### src/rtl/uart_alu_sequencer_pkg.sv
// Shared widths, timeout default and one-hot state encoding for the UART-to-ALU sequencer.
package uart_alu_sequencer_pkg;

  localparam int unsigned WIDTH_WORD             = 8;
  localparam int unsigned WIDTH_OPCODE           = 6;
  localparam int unsigned TIMEOUT_CYCLES_DEFAULT = 1000000;

  typedef enum logic [4:0] {
    StWaitA  = 5'b00001,
    StWaitB  = 5'b00010,
    StWaitOp = 5'b00100,
    StExec   = 5'b01000,
    StWaitTx = 5'b10000
  } state_e;

  // A zero timeout still needs a 1-bit counter to keep the declarations legal.
  function automatic int unsigned cnt_width(input int unsigned cycles);
    return (cycles == 0) ? 1 : $clog2(cycles + 1);
  endfunction

endpackage

### src/rtl/uart_alu_sequencer_if.sv
// Bundle of rx/alu/tx signals seen by the sequencer; slave is the sequencer side.
interface uart_alu_sequencer_if;
  import uart_alu_sequencer_pkg::*;

  logic                    i_rx_done;
  logic [WIDTH_WORD-1:0]   i_data_rx;
  logic [WIDTH_WORD-1:0]   i_alu_result;
  logic                    i_tx_done;
  logic [WIDTH_WORD-1:0]   o_dato_a;
  logic [WIDTH_WORD-1:0]   o_dato_b;
  logic [WIDTH_OPCODE-1:0] o_opcode;
  logic                    o_tx_start;
  logic [WIDTH_WORD-1:0]   o_data_tx;
  logic                    o_busy;
  logic                    o_error;

  modport slave (
    input  i_rx_done, i_data_rx, i_alu_result, i_tx_done,
    output o_dato_a, o_dato_b, o_opcode, o_tx_start, o_data_tx, o_busy, o_error
  );

  modport master (
    output i_rx_done, i_data_rx, i_alu_result, i_tx_done,
    input  o_dato_a, o_dato_b, o_opcode, o_tx_start, o_data_tx, o_busy, o_error
  );

endinterface

### src/rtl/edge_detector_rise.sv
// Rising-edge detector for level strobes arriving from the baud-rate domain.
module edge_detector_rise (
  input  logic i_clock,
  input  logic i_reset,
  input  logic i_level,
  output logic o_pulse
);

  logic level_q;

  always_ff @(posedge i_clock) begin
    if (i_reset) begin
      level_q <= 1'b0;
    end else begin
      level_q <= i_level;
    end
  end

  assign o_pulse = i_level & ~level_q;

endmodule

### src/rtl/uart_alu_sequencer.sv
// Collects operand A, operand B and opcode bytes from rx, runs the ALU for one cycle,
// then hands the result to tx. An inter-byte timeout resynchronises a broken frame.
module uart_alu_sequencer
  import uart_alu_sequencer_pkg::*;
#(
  parameter int unsigned TIMEOUT_CYCLES = TIMEOUT_CYCLES_DEFAULT
) (
  input  logic                 i_clock,
  input  logic                 i_reset,
  uart_alu_sequencer_if.slave  bus
);

  localparam int unsigned     CntW      = cnt_width(TIMEOUT_CYCLES);
  localparam bit              TimeoutEn = (TIMEOUT_CYCLES != 0);
  localparam logic [CntW-1:0] CntLast   = CntW'(TimeoutEn ? TIMEOUT_CYCLES - 1 : 0);

  logic rx_edge;
  logic tx_edge;

  edge_detector_rise u_rx_edge (
    .i_clock (i_clock),
    .i_reset (i_reset),
    .i_level (bus.i_rx_done),
    .o_pulse (rx_edge)
  );

  edge_detector_rise u_tx_edge (
    .i_clock (i_clock),
    .i_reset (i_reset),
    .i_level (bus.i_tx_done),
    .o_pulse (tx_edge)
  );

  state_e                  state_q,    state_d;
  logic [WIDTH_WORD-1:0]   dato_a_q,   dato_a_d;
  logic [WIDTH_WORD-1:0]   dato_b_q,   dato_b_d;
  logic [WIDTH_OPCODE-1:0] opcode_q,   opcode_d;
  logic [WIDTH_WORD-1:0]   data_tx_q,  data_tx_d;
  logic                    tx_start_q, tx_start_d;
  logic                    error_q,    error_d;
  logic [CntW-1:0]         cnt_q,      cnt_d;
  logic                    expire;

  always_comb begin
    state_d    = state_q;
    dato_a_d   = dato_a_q;
    dato_b_d   = dato_b_q;
    opcode_d   = opcode_q;
    data_tx_d  = data_tx_q;
    tx_start_d = 1'b0;
    error_d    = 1'b0;
    cnt_d      = '0;
    expire     = TimeoutEn && (cnt_q == CntLast);

    unique case (state_q)
      StWaitA: begin
        if (rx_edge) begin
          dato_a_d = bus.i_data_rx;
          state_d  = StWaitB;
        end
      end
      StWaitB: begin
        // An arriving byte wins over a simultaneous expiry.
        if (rx_edge) begin
          dato_b_d = bus.i_data_rx;
          state_d  = StWaitOp;
        end else if (expire) begin
          error_d = 1'b1;
          state_d = StWaitA;
        end else if (TimeoutEn) begin
          cnt_d = cnt_q + CntW'(1);
        end
      end
      StWaitOp: begin
        if (rx_edge) begin
          opcode_d = bus.i_data_rx[WIDTH_OPCODE-1:0];
          state_d  = StExec;
        end else if (expire) begin
          error_d = 1'b1;
          state_d = StWaitA;
        end else if (TimeoutEn) begin
          cnt_d = cnt_q + CntW'(1);
        end
      end
      StExec: begin
        // The ALU has had one full cycle with the new opcode by now.
        data_tx_d  = bus.i_alu_result;
        tx_start_d = 1'b1;
        state_d    = StWaitTx;
        error_d    = rx_edge;
      end
      StWaitTx: begin
        error_d = rx_edge;
        if (tx_edge) begin
          state_d = StWaitA;
        end
      end
      default: begin
        state_d = StWaitA;
      end
    endcase
  end

  always_ff @(posedge i_clock) begin
    if (i_reset) begin
      state_q    <= StWaitA;
      dato_a_q   <= '0;
      dato_b_q   <= '0;
      opcode_q   <= '0;
      data_tx_q  <= '0;
      tx_start_q <= 1'b0;
      error_q    <= 1'b0;
      cnt_q      <= '0;
    end else begin
      state_q    <= state_d;
      dato_a_q   <= dato_a_d;
      dato_b_q   <= dato_b_d;
      opcode_q   <= opcode_d;
      data_tx_q  <= data_tx_d;
      tx_start_q <= tx_start_d;
      error_q    <= error_d;
      cnt_q      <= cnt_d;
    end
  end

  assign bus.o_dato_a   = dato_a_q;
  assign bus.o_dato_b   = dato_b_q;
  assign bus.o_opcode   = opcode_q;
  assign bus.o_data_tx  = data_tx_q;
  assign bus.o_tx_start = tx_start_q;
  assign bus.o_error    = error_q;
  assign bus.o_busy     = (state_q == StExec) || (state_q == StWaitTx);

endmodule

### src/flat_wrapper.sv
// flat-port wrapper written by rule: the top's interface ports become plain ports
module uart_alu_sequencer_flat import uart_alu_sequencer_pkg::*;
#(
  parameter int unsigned TIMEOUT_CYCLES = TIMEOUT_CYCLES_DEFAULT
)
  (i_clock, i_reset, bus_i_rx_done, bus_i_data_rx, bus_i_alu_result, bus_i_tx_done, bus_o_dato_a, bus_o_dato_b, bus_o_opcode, bus_o_tx_start, bus_o_data_tx, bus_o_busy, bus_o_error);
  uart_alu_sequencer_if bus_i ();
  input  logic i_clock;
  input  logic i_reset;
  input wire logic [$bits(bus_i.i_rx_done)-1:0] bus_i_rx_done;
  input wire logic [$bits(bus_i.i_data_rx)-1:0] bus_i_data_rx;
  input wire logic [$bits(bus_i.i_alu_result)-1:0] bus_i_alu_result;
  input wire logic [$bits(bus_i.i_tx_done)-1:0] bus_i_tx_done;
  output wire logic [$bits(bus_i.o_dato_a)-1:0] bus_o_dato_a;
  output wire logic [$bits(bus_i.o_dato_b)-1:0] bus_o_dato_b;
  output wire logic [$bits(bus_i.o_opcode)-1:0] bus_o_opcode;
  output wire logic [$bits(bus_i.o_tx_start)-1:0] bus_o_tx_start;
  output wire logic [$bits(bus_i.o_data_tx)-1:0] bus_o_data_tx;
  output wire logic [$bits(bus_i.o_busy)-1:0] bus_o_busy;
  output wire logic [$bits(bus_i.o_error)-1:0] bus_o_error;
  assign bus_i.i_rx_done = bus_i_rx_done;
  assign bus_i.i_data_rx = bus_i_data_rx;
  assign bus_i.i_alu_result = bus_i_alu_result;
  assign bus_i.i_tx_done = bus_i_tx_done;
  assign bus_o_dato_a = bus_i.o_dato_a;
  assign bus_o_dato_b = bus_i.o_dato_b;
  assign bus_o_opcode = bus_i.o_opcode;
  assign bus_o_tx_start = bus_i.o_tx_start;
  assign bus_o_data_tx = bus_i.o_data_tx;
  assign bus_o_busy = bus_i.o_busy;
  assign bus_o_error = bus_i.o_error;
  uart_alu_sequencer #(.TIMEOUT_CYCLES(TIMEOUT_CYCLES)) u_core (.i_clock(i_clock), .i_reset(i_reset), .bus(bus_i));
endmodule
### config.mk
export PLATFORM = sky130hd
export DESIGN_NAME = uart_alu_sequencer_flat
export DESIGN_NICKNAME = d
export VERILOG_FILES = /design/src/rtl/uart_alu_sequencer_pkg.sv /design/src/rtl/uart_alu_sequencer_if.sv /design/src/rtl/edge_detector_rise.sv /design/src/rtl/uart_alu_sequencer.sv /design/src/flat_wrapper.sv
export SDC_FILE = /design/constraint.sdc
export NUM_CORES = 1
export LEC_CHECK = 0
export ABC_CLOCK_PERIOD_IN_PS = 2000
export BUFFER_PORTS_ARGS = -buffer_cell sky130_fd_sc_hd__buf_2
export CAP_MARGIN = 10
export CORE_MARGIN = 4
export CORE_UTILIZATION = 54
export DETAILED_ROUTE_END_ITERATION = 8
export PLACE_DENSITY = 0.8
export SLEW_MARGIN = 0
export SYNTH_ARGS = -nofsm -noshare
export SYNTH_HDL_FRONTEND = slang
export SYNTH_HIERARCHICAL = 1
export SYNTH_SLANG_ARGS = --single-unit
### constraint.sdc
create_clock -name i_clock -period 2 [get_ports i_clock]
set_input_delay 0.3 -clock i_clock [delete_from_list [all_inputs] [get_ports i_clock]]
set_output_delay 0.3 -clock i_clock [all_outputs]
set_load 0.01 [all_outputs]
==> flow_metrics.py <==
metrics = {
    "status": {
        "run_status": "complete, no violations",
    },
    "timing": {
        "max_freq_mhz": 588.2,
        "timing.max_slew.rel_slack_pct": 65.90,
        "timing.final.max_slew_violations": 0,
        "timing.final.crit_share_pct": 85.01,
        "worstMarginPinSlew_ns": 0.5102,
        "min_period_ns": 1.700,
        "totalNegativeSetupSlack_ns": 0,
        "clock-skew-final_ns": 0.004224,
        "final-setup-viol-count": 0,
        "rsz_0062_raised_after_global_routing": "false",
        "timing_hold_violations_final": 0,
    },
    "place": {
        "placement.io_buffers": 52,
        "dp_hpwl_um": 3520,
        "gp_congestion": 0.8160,
        "detailed_place.area_um2": 2788,
    },
    "clock_tree": {
        "path_clk_slew_ns": 0.06,
        "skew_pair_late_insertion_delay_ns": 0.32,
        "clk_path_buf_depth": 2,
        "cts_hold_repair.buffers": 0,
        "cts_repair_resize_count": 0,
        "clock_tree.htree_level_count": 3,
        "clock_root_buffer": "sky130_fd_sc_hd__clkbuf_8",
        "post_cts.repair.setup_buffers": 0,
        "cts.sink_count": 59,
        "cts_tree": "built",
        "cts_buffers": 9,
    },
    "cells_and_area": {
        "synthToLayoutAreaGrowth_pct": 18.81,
        "final_instance_area_um2": 2988,
        "antenna_cells_inserted": 0,
        "drive_above_1_share_pct": 26.48,
        "finalNetCount": 339,
        "final_core_util_pct": 67.23,
    },
    "critical_path": {
        "timing.critical_path.from_type": "flip-flop",
        "criticalPathCategory": "reg2reg",
        "end_kind": "flip-flop",
        "largest_fanout_on_the_critical_path": 7,
        "buf_inv_stages_crit_path": 0,
        "arrival_ns": 1.96,
        "critPathRequiredTime_ns": 2.26,
        "biggest_cell_delay_along_the_critical_path_ns": 0.50,
        "critPathTopFamily": "simple AND/OR/NAND/NOR gates",
        "crit_slowest_cell": "sky130_fd_sc_hd__or4_4",
        "cp_cell_sequence": "and4_1 -> nand3_4 -> or4_4 -> a21oi_2",
    },
    "floorplanning": {
        "floorplan.die_area_um2": 5813,
        "ioPinCount": 53,
        "die_x_um": 76.25,
        "initial_core_util_pct": 56.59,
        "fp.dieH_um": 76.25,
        "coreArea_um2": 4444,
        "placement_rows": 24,
    },
    "power_and_ir_drop": {
        "power.share.switching_pct": 23.52,
        "pwr_density_cell_nw_per_um2": 888.0,
        "seqPwrFrac_pct": 48.2,
        "power_frac_comb_pct": 11.3,
        "internal-power_w": 0.002029,
        "vdd_drop_max_uv": 550.0,
        "total_leakage_power_nw": 1.331,
        "clkPwrFrac_pct": 40.4,
        "total_switching_power_w": 0.0006241,
    },
    "global_route": {
        "wire_length_of_the_first_global_routing_pass_um": 8666,
        "via_count_of_the_first_global_routing_pass": 1869,
        "grt_max_degree": 36,
        "antenna_found_initial": 0,
        "grt_overflow": 0,
        "globalRouteTotalUtil_pct": 18.28,
    },
    "detailed_routing": {
        "antenna_left": 0,
        "routed_wl_um": 4958,
        "drt-vias-per-instance": 5.424,
        "firstDrtPassIters": 4,
        "remaining_drc_errors": 0,
        "via_count": 2023,
        "first_iter_violations": 54,
        "drt-wirelength-per-cell_um": 13.29,
    },
    "synthesis": {
        "synth_edf_count": 0,
        "syn_avg_cell_area_um2": 9.419,
        "yosys_register_bits": 59,
        "synth_cells": 267,
        "synth.net_count": 288,
        "ys.warnings.count": 6,
        "synth.largest_area_cell": "sky130_fd_sc_hd__dfxtp_1",
        "synth_area_um2": 2515,
        "synth_sequential_area_ratio_pct": 46.97,
        "synth_flop_cell": "sky130_fd_sc_hd__dfxtp_1",
        "synth-async-reset-ratio_pct": 0,
        "area_share_of_the_largest_cell_type_after_synthesis_pct": 46.97,
        "synth.lib_cells_used.distinct": 42,
        "netlist_top_cells_area": "sky130_fd_sc_hd__dfxtp_1 47%, sky130_fd_sc_hd__mux2i_1 8.8%, sky130_fd_sc_hd__nor2_1 5.8%",
    },
    "flow_run": {
        "cap_violations": 0,
    },
    "hold_path": {
        "worst_hold_path_type": "in2reg",
    },
}
==> routing by layer <==
metal  global-route usage (%)  vias up  share of wire [%]
met4                    7.246        0                1.6
met5                        0        -                  0
li1                         -     1032                  -
met2                    29.88       43                 50
met3                    6.028        8                4.9
met1                    22.19      940                 44
==> worst paths after layout <==
check | endpoint | slack, ns | cells past startpoint | startpoint
setup / recovery | u_core/cnt_q[18] | 0.30 | 4 | u_core/cnt_q[6]
setup reg to reg | u_core/cnt_q[18] | 0.30 | 4 | u_core/cnt_q[6]
hold / removal | u_core/bus.o_data_tx[0] | 0.21 | 3 | bus_i_alu_result[0]
hold reg to reg | u_core/bus.o_dato_b[1] | 0.45 | 2 | u_core/bus.o_dato_b[1]
==> stage by stage <==
| stage | power [W] | cells | hold WS [ns] | setup slack (ns) |
|---|---|---|---|---|
| floorplan | 0.001507 | 267 | 0.3643 | 0.5213 |
| global placement | 0.001594 | 359 | 0.4258 | 0.3664 |
| detailed placement | 0.001604 | 359 | 0.4418 | 0.3143 |
| CTS | 0.002686 | 373 | 0.1914 | 0.3012 |
| global route | 0.002786 | 373 | 0.2091 | 0.1631 |
| finish | 0.002653 | 373 | 0.2059 | 0.2998 |
==> power groups by stage <==
stage / clock, W / sequential [W] / combinational (W)
after floorplan: 0 / 0.00129 / 0.000219
after global placement: 0 / 0.00130 / 0.000293
after detailed placement: 0 / 0.00130 / 0.000300
after CTS: 0.00111 / 0.00128 / 0.000302
after global routing: 0.00116 / 0.00129 / 0.000333
final: 0.00107 / 0.00128 / 0.000301
==> synthesized netlist by cell type, types with 4 or more instances <==
cell and count:
sky130_fd_sc_hd__dfxtp_1 59, sky130_fd_sc_hd__nor2_1 39, sky130_fd_sc_hd__nand2_1 25, sky130_fd_sc_hd__mux2i_1 22, sky130_fd_sc_hd__a21oi_1 15, sky130_fd_sc_hd__xor2_1 12
sky130_fd_sc_hd__nand4_1 10, sky130_fd_sc_hd__clkbuf_1 7, sky130_fd_sc_hd__buf_2 6, sky130_fd_sc_hd__nor4_1 5, sky130_fd_sc_hd__and2_1 4, sky130_fd_sc_hd__nor2b_4 4
sky130_fd_sc_hd__nor3_1 4, sky130_fd_sc_hd__or3_1 4
==> sequential cells by signal, indices dropped and copies added (netlist names) <==
register	cells
u_core/cnt_q	20
u_core/bus.o_data_tx	8
u_core/bus.o_dato_a	8
u_core/bus.o_dato_b	8
u_core/bus.o_opcode	6
u_core/state_q	5
u_core/bus.o_error	1
u_core/bus.o_tx_start	1
u_core/u_rx_edge/level_q	1
u_core/u_tx_edge/level_q	1
==> cells by family after synthesis <==
group / Yosys count / share of synthesized area [%]
adders and majority gates: 1 / 0.4974
DFF: 59 / 46.97
and+or+nand+nor: 119 / 27.16
AOI/OAI and AO/OA: 30 / 7.214
xor gates and xnor gates: 15 / 5.224
muxes: 22 / 8.756
buffers and inverters: 21 / 4.179
==> cell usage in the layout, fill, tap and decap left out, types with 2 or more instances in the layout <==
| cell | synthesis | layout |
|---|---|---|
| sky130_fd_sc_hd__a21oi_1 | 15 | 15 |
| sky130_fd_sc_hd__buf_2 | 6 | 52 |
| sky130_fd_sc_hd__o31ai_1 | 3 | 3 |
| sky130_fd_sc_hd__a211oi_1 | 2 | 2 |
| sky130_fd_sc_hd__and2_1 | 4 | 4 |
| sky130_fd_sc_hd__inv_1 | 3 | 3 |
| sky130_fd_sc_hd__or4_4 | 2 | 2 |
| sky130_fd_sc_hd__dfxtp_1 | 59 | 59 |
| sky130_fd_sc_hd__nor4b_1 | 3 | 3 |
| sky130_fd_sc_hd__xnor2_1 | 3 | 3 |
| sky130_fd_sc_hd__nand4_1 | 10 | 10 |
| sky130_fd_sc_hd__nand2_1 | 25 | 25 |
| sky130_fd_sc_hd__a21oi_2 | 2 | 2 |
| sky130_fd_sc_hd__nor2b_4 | 4 | 4 |
| sky130_fd_sc_hd__clkbuf_8 | 0 | 12 |
| sky130_fd_sc_hd__nand3_4 | 3 | 3 |
| sky130_fd_sc_hd__and4_1 | 3 | 3 |
| sky130_fd_sc_hd__nand3_1 | 3 | 3 |
| sky130_fd_sc_hd__nor2_1 | 39 | 39 |
| sky130_fd_sc_hd__or3_1 | 4 | 4 |
| sky130_fd_sc_hd__nor4_1 | 5 | 5 |
| sky130_fd_sc_hd__nor3_1 | 4 | 4 |
| sky130_fd_sc_hd__buf_4 | 1 | 5 |
| sky130_fd_sc_hd__and3_1 | 3 | 3 |
| sky130_fd_sc_hd__mux2i_1 | 22 | 22 |
| sky130_fd_sc_hd__o21ai_0 | 3 | 3 |
| sky130_fd_sc_hd__xor2_1 | 12 | 12 |
| sky130_fd_sc_hd__o21ai_1 | 2 | 2 |
==> area by class of cell <==
cell class,instances,area [um2]
fill,371,1456
multi-input combinational,187,1229
sequential,59,1181
timing repair buffer,57,297.8
clock buffer,12,165.2
tap,52,65.06
clock inverter,2,35.03
inverter,4,15.01
==> tightest hold or removal path: cells and delay by family <==
kind	cells	cell delay, ns
buf+inv	1	0.07
mux	1	0.05
simple gates	1	0.07
Note: power is estimated with default switching activity, not from simulation.
